<file path="config.mk">
export PLATFORM = sky130hd
export DESIGN_NAME = sprite_cfg_ctrl
export DESIGN_NICKNAME = d
export VERILOG_FILES = /design/src/rtl/sprite_cfg_ctrl.sv
export SDC_FILE = /design/constraint.sdc
export NUM_CORES = 1
export LEC_CHECK = 0
export ABC_CLOCK_PERIOD_IN_PS = 19200
export CORE_MARGIN = 2
export CORE_UTILIZATION = 50
export DETAILED_ROUTE_END_ITERATION = 12
export MAX_ROUTING_LAYER = met4
export PLACE_DENSITY = 0.81
export SLEW_MARGIN = 5
export SYNTH_ARGS = -nofsm -noshare
export SYNTH_HDL_FRONTEND = slang
export SYNTH_SLANG_ARGS = --single-unit
</file>
<file path="constraint.sdc">
create_clock -name clk -period 19.2 [get_ports clk]
set_input_delay 2.88 -clock clk [delete_from_list [all_inputs] [get_ports clk]]
set_output_delay 2.88 -clock clk [all_outputs]
set_load 0.01 [all_outputs]
</file>
<file path="src/rtl/sprite_cfg_ctrl.sv">
// sprite_cfg_ctrl
// Serial configuration controller for the single-sprite SVGA renderer.
// A 2-wire SPI stream (no chip-select) is framed into an address byte
// followed by a burst of data bytes, using an idle timeout to reframe.
// The data bytes fill a shadow register file. The renderer-facing copy is
// refreshed from the shadow only on next_frame, so the sprite never tears.
//
// Ports:
//   clk            system (pixel) clock
//   reset          asynchronous, active-high reset
//   spi_clk        serial clock, asynchronous to clk (max clk/8)
//   spi_data       serial data, sampled on spi_clk rising edge, MSB first
//   next_frame     one-cycle pulse at start of vertical blank (commit point)
//   bg_color       active background RRGGBB
//   fg_color       active sprite RRGGBB
//   sprite_x       active sprite left column
//   sprite_y       active sprite top line
//   sprite_bitmap  active 8x8 bitmap, row r = [8r+7:8r], bit 7 = leftmost
//   update_pending shadow written since last commit
//   frame_active   SPI transaction in progress
//
// Build option:
//   SPRITE_CFG_NOSHADOW_EN  writes land directly in the active registers,
//                           next_frame is ignored, update_pending is 0.
module sprite_cfg_ctrl #(
    parameter int unsigned IDLE_CYCLES = 1024,
    parameter int unsigned SYNC_STAGES = 2
) (
    input  logic        clk,
    input  logic        reset,
    input  logic        spi_clk,
    input  logic        spi_data,
    input  logic        next_frame,
    output logic [5:0]  bg_color,
    output logic [5:0]  fg_color,
    output logic [9:0]  sprite_x,
    output logic [9:0]  sprite_y,
    output logic [63:0] sprite_bitmap,
    output logic        update_pending,
    output logic        frame_active
);

    localparam int unsigned IDLE_W = $clog2(IDLE_CYCLES + 1);

    typedef enum logic {
        ADDR,
        DATA
    } state_t;

    // ------------------------------------------------------------------
    // Input synchronisers and rising-edge detect
    // ------------------------------------------------------------------
    logic [SYNC_STAGES-1:0] clk_sync;
    logic [SYNC_STAGES-1:0] data_sync;
    logic                   clk_prev;
    logic                   rise;
    logic                   bit_in;

    always_ff @(posedge clk or posedge reset) begin
        if (reset) begin
            clk_sync  <= '0;
            data_sync <= '0;
            clk_prev  <= 1'b0;
        end else begin
            clk_sync  <= {clk_sync[SYNC_STAGES-2:0], spi_clk};
            data_sync <= {data_sync[SYNC_STAGES-2:0], spi_data};
            clk_prev  <= clk_sync[SYNC_STAGES-1];
        end
    end

    assign rise   = clk_sync[SYNC_STAGES-1] & ~clk_prev;
    assign bit_in = data_sync[SYNC_STAGES-1];

    // ------------------------------------------------------------------
    // Idle timeout
    // ------------------------------------------------------------------
    logic [IDLE_W-1:0] idle_cnt;
    logic              timeout;

    assign timeout = (idle_cnt == IDLE_W'(IDLE_CYCLES));

    always_ff @(posedge clk or posedge reset) begin
        if (reset) begin
            idle_cnt <= '0;
        end else if (rise) begin
            idle_cnt <= '0;
        end else if (!timeout) begin
            idle_cnt <= idle_cnt + 1'b1;
        end
    end

    // ------------------------------------------------------------------
    // Byte framing
    // ------------------------------------------------------------------
    logic [6:0] shift_reg;
    logic [2:0] bit_cnt;
    logic [7:0] byte_in;
    logic       byte_done;

    // The completed byte includes the bit arriving on this strobe.
    assign byte_in   = {shift_reg, bit_in};
    assign byte_done = rise && (bit_cnt == 3'd7);

    always_ff @(posedge clk or posedge reset) begin
        if (reset) begin
            shift_reg    <= '0;
            bit_cnt      <= '0;
            frame_active <= 1'b0;
        end else if (rise) begin
            shift_reg    <= byte_in[6:0];
            bit_cnt      <= bit_cnt + 3'd1;
            frame_active <= 1'b1;
        end else if (timeout) begin
            // Partial byte is dropped here.
            bit_cnt      <= '0;
            frame_active <= 1'b0;
        end
    end

    // ------------------------------------------------------------------
    // Address / data FSM
    // ------------------------------------------------------------------
    state_t     state_q;
    state_t     state_d;
    logic       addr_load;
    logic       wr_en;
    logic       reg_hit;
    logic [7:0] addr_q;

    always_ff @(posedge clk or posedge reset) begin
        if (reset) begin
            state_q <= ADDR;
        end else begin
            state_q <= state_d;
        end
    end

    always_comb begin
        state_d   = state_q;
        addr_load = 1'b0;
        wr_en     = 1'b0;
        case (state_q)
            ADDR: begin
                if (byte_done) begin
                    addr_load = 1'b1;
                    state_d   = DATA;
                end
            end
            DATA: begin
                if (byte_done) begin
                    wr_en = 1'b1;
                end
            end
            default: state_d = ADDR;
        endcase
        if (!rise && timeout) begin
            state_d = ADDR;
        end
    end

    // Only 0x00-0x05 and 0x08-0x0F hold state.
    assign reg_hit = wr_en && (addr_q[7:4] == 4'h0) && (addr_q[3:1] != 3'b011);

    always_ff @(posedge clk or posedge reset) begin
        if (reset) begin
            addr_q <= '0;
        end else if (addr_load) begin
            addr_q <= byte_in;
        end else if (wr_en) begin
            addr_q <= addr_q + 8'd1;
        end
    end

    // ------------------------------------------------------------------
    // Shadow register file
    // ------------------------------------------------------------------
    logic [5:0]  sh_bg;
    logic [5:0]  sh_fg;
    logic [9:0]  sh_x;
    logic [9:0]  sh_y;
    logic [63:0] sh_bm;

    always_ff @(posedge clk or posedge reset) begin
        if (reset) begin
            sh_bg <= '0;
            sh_fg <= '1;
            sh_x  <= '0;
            sh_y  <= '0;
            sh_bm <= '0;
        end else if (reg_hit) begin
            case (addr_q[3:0])
                4'h0:    sh_bg       <= byte_in[5:0];
                4'h1:    sh_fg       <= byte_in[5:0];
                4'h2:    sh_x[7:0]   <= byte_in;
                4'h3:    sh_x[9:8]   <= byte_in[1:0];
                4'h4:    sh_y[7:0]   <= byte_in;
                4'h5:    sh_y[9:8]   <= byte_in[1:0];
                default: sh_bm[{addr_q[2:0], 3'b000} +: 8] <= byte_in;
            endcase
        end
    end

    // ------------------------------------------------------------------
    // Active copy
    // ------------------------------------------------------------------
`ifdef SPRITE_CFG_NOSHADOW_EN
    logic unused_next_frame;
    assign unused_next_frame = next_frame;

    assign bg_color       = sh_bg;
    assign fg_color       = sh_fg;
    assign sprite_x       = sh_x;
    assign sprite_y       = sh_y;
    assign sprite_bitmap  = sh_bm;
    assign update_pending = 1'b0;
`else
    logic commit;

    assign commit = next_frame && update_pending;

    // A write landing in the commit cycle is not copied (non-blocking
    // shadow update), so pending must survive for the next commit.
    always_ff @(posedge clk or posedge reset) begin
        if (reset) begin
            bg_color       <= '0;
            fg_color       <= '1;
            sprite_x       <= '0;
            sprite_y       <= '0;
            sprite_bitmap  <= '0;
            update_pending <= 1'b0;
        end else begin
            if (commit) begin
                bg_color      <= sh_bg;
                fg_color      <= sh_fg;
                sprite_x      <= sh_x;
                sprite_y      <= sh_y;
                sprite_bitmap <= sh_bm;
            end
            if (reg_hit) begin
                update_pending <= 1'b1;
            end else if (commit) begin
                update_pending <= 1'b0;
            end
        end
    end
`endif

endmodule

</file>
==> impl_metrics.json <==
{
  "ctsResizeCount": 0,
  "worst-setup-path-type": "in2async",
  "leakage_nw": 5.431,
  "worstSkewPairLatency_ns": 0.51,
  "final_cell_mix": "217 x dfrtp_1, 190 x mux2_2, 102 x clkdlybuf4s50_1, 38 x nand2_1, 23 x clkbuf_16",
  "min_path_type": "reg2reg",
  "finClkSkew_ns": 0.02335,
  "gp_congestion": 0.7868,
  "min_period_ns": 4.600,
  "whs_path_depth": 0,
  "biggestRegsByFlops": "sh_bm x64, sprite_bitmap x64, idle_cnt x11",
  "outcome": "finished, final reports clean",
  "synthToLayoutAreaGrowth_pct": 21.46,
  "grt_usage_pct": 19.26,
  "num-fill-cells": 1318,
  "clk_pin_slew_ns": 0.06,
  "dieHeight_um": 139.6,
  "drt_wl_total_um": 17910,
  "p_per_area_nw_per_um2": 98.49,
  "place_ws_ns": 13.90,
  "insertedDiodeCount": 0,
  "worst-path-buf-inv": 3,
  "drive_gt1_share_pct": 33.83,
  "numCtsBuffers": 23,
  "setup-violations-final": 0,
  "multiInputGateArea_um2": 3317,
  "cts_hold_buf": 0,
  "seq_area_frac_synth_pct": 62.50,
  "drt_iter0_drc": 255,
  "crit_path_end_kind": "async pin",
  "critPathMaxStageDelay_ns": 0.99,
  "design_area_um2": 11170,
  "die_area_um2": 19490,
  "antenna_found_initial": 0,
  "fin_crit_sh_pct": 23.96,
  "yosys_warnings": 0,
  "fp.dieW_um": 139.6,
  "final_max_slew_viol_count": 0,
  "overflow": 0,
  "ff2ff_setup_slack_ns": 16.07,
  "place_area_um2": 10430,
  "yosysTopAreaCell": "dfrtp_1",
  "grt_pass1_wl_um": 29660,
  "slew_headroom_pct": 24.23,
  "cts_root_buffer": "clkbuf_16",
  "nets": 744,
  "whs_ns": 0.3498,
  "worst_slew_pin_slew_ns": 1.137,
  "cts.htree.levels": 1,
  "via_per_inst": 5.463,
  "fmax_mhz": 217.4,
  "ir_worst_vdd_mv": 0.05380,
  "dp_hpwl_um": 11690,
  "routedWlPerCell_um": 18.39,
  "final_common_cell": "dfrtp_1",
  "max_cap_violations": 0,
  "yosysTopAreaCellShare_pct": 59.07,
  "reg2reg_to": "sh_bm[6]",
  "grt_setup_unrepaired": "no",
  "numPortBuffers": 102,
  "slowest_stage": "buf_4",
  "seq_area_um2": 5746,
  "grt_pass1_vias": 5689,
  "crit-reg2reg-launch": "addr_q[0]",
  "cts_buffer_depth": 3,
  "r2r_cells": 7,
  "synth_ff_type": "dfrtp_1",
  "cp.arrival_ns": 5.04,
  "cp_top_family": "buffers and inverters",
  "finalSetupTns_ns": 0,
  "ys_ff_latch": 229,
  "path_cells": "clkdlybuf4s50_1, inv_8, buf_4",
  "setup_ws_ns": 14.60,
  "grt_max_degree": 135,
  "postRouteAntennaNets": 0,
  "netlist_area_um2": 9193,
  "synth_cells": 627,
  "dr.pass1.iters": 4,
  "cp-start-kind": "input pin",
  "num_io_pins": 103,
  "synth-edff-count": 0,
  "crit_fanout": 134,
  "route.detailed.drc": 0,
  "design.core.area_um2": 18020,
  "cts_tree": "done",
  "syn-num-nets": 642,
  "hold_end": "data_sync[1]",
  "async_flop_share_pct": 100.0,
  "start_util_pct": 51.00,
  "vias": 5321,
  "post_cts_buffers": 0,
  "avgSynthCellArea_um2": 14.66,
  "netlist_top_cells_area": "dfrtp_1 59%, mux2_2 23%, dfstp_2 3.4%",
  "hold_violations": 0,
  "worstHoldStart": "data_sync[0]",
  "fp-row-count": 49,
  "clock-sinks": 229,
  "cp.required_ns": 19.64,
  "synth_cell_types": 40
}
-- worst max path at each step --
stage / from / endpoint / slack (ns) / cells after the start
after floorplan: reset / addr_q[0] / 10.06 / 1
after global placement: reset / sprite_bitmap[40] / 14.00 / 3
after detailed placement: reset / sprite_bitmap[51] / 13.90 / 3
after CTS: reset / sprite_bitmap[56] / 14.43 / 3
after global routing: reset / sprite_bitmap[9] / 14.14 / 3
final: reset / sprite_y[0] / 14.60 / 3
-- kinds of logic (layout without fill, tap and decap cells) --
family                     Yosys count  after routing  share of synthesized area, %
buffers and inverters               36            154                         1.497
adders and majority gates           10             10                         1.361
DFF                                229            229                         62.50
and+or+nand+nor                    119            119                         7.963
xor gates and xnor gates             8              8                        0.7621
AOI/OAI and AO/OA                   27             27                         1.742
muxes                              198            198                         24.17
-- area by class of cell --
type | instances | area share (%)
tap | 229 | 2.566
clock inverter | 10 | 0.9861
clock buffer | 31 | 5.603
inverter | 8 | 0.3362
timing repair buffer | 105 | 9.346
multi-input combinational | 362 | 29.71
sequential | 229 | 51.46
-- layer usage --
layer	track usage [%]	wire, µm	vias up
met1	24.82	7672	2724
met2	32.56	9102	142
li1	-	-	2421
met4	5.105	363	0
met3	2.581	776	34
met5	-	0	-
-- power by group --
| group | leakage [nW] | internal (W) | switching [W] | total, W |
|---|---|---|---|---|
| logic | 1.96 | 0.0000406 | 0.0000866 | 0.000127 |
| clock network | 0.351 | 0.000256 | 0.000178 | 0.000434 |
| registers | 3.12 | 0.000499 | 0.0000396 | 0.000538 |
-- worst register-to-register path, cell delays in order, from the launching register on --
cell     delay, ns
dfrtp_1       0.53
inv_1         0.14
ha_1          0.29
ha_1          0.51
nor4b_1       0.37
nand3_1       0.14
nor3_2        0.63
mux2_2        0.42
-- synthesized netlist by cell type, types with 3 or more instances --
cell        n
nor2b_1     5
o21ai_0     7
dfstp_2    12
xnor2_1     4
and3_1      4
nand2b_1    3
mux2_2    190
nand3_1    16
nor4_4      8
clkbuf_1   18
nand4_1     6
nand2_1    39
dfrtp_1   217
nor2_1     14
inv_1       8
a21oi_1    10
mux2i_1     6
and2_1      8
ha_1       10
buf_1       8
xor2_1      4
nor3_1      3
o22ai_1     4
-- through the flow --
| step | instances | power, W | utilization (%) |
|---|---|---|---|
| global route | 974 | 0.001145 | 61.95 |
| finish | 974 | 0.001100 | 61.95 |
| global placement | 933 | 0.0006637 | 57.86 |
| detailed placement | 933 | 0.0006740 | 57.86 |
| CTS | 974 | 0.001109 | 61.95 |
| floorplan | 627 | 0.0006370 | - |
(Power assumes the default switching activity.)
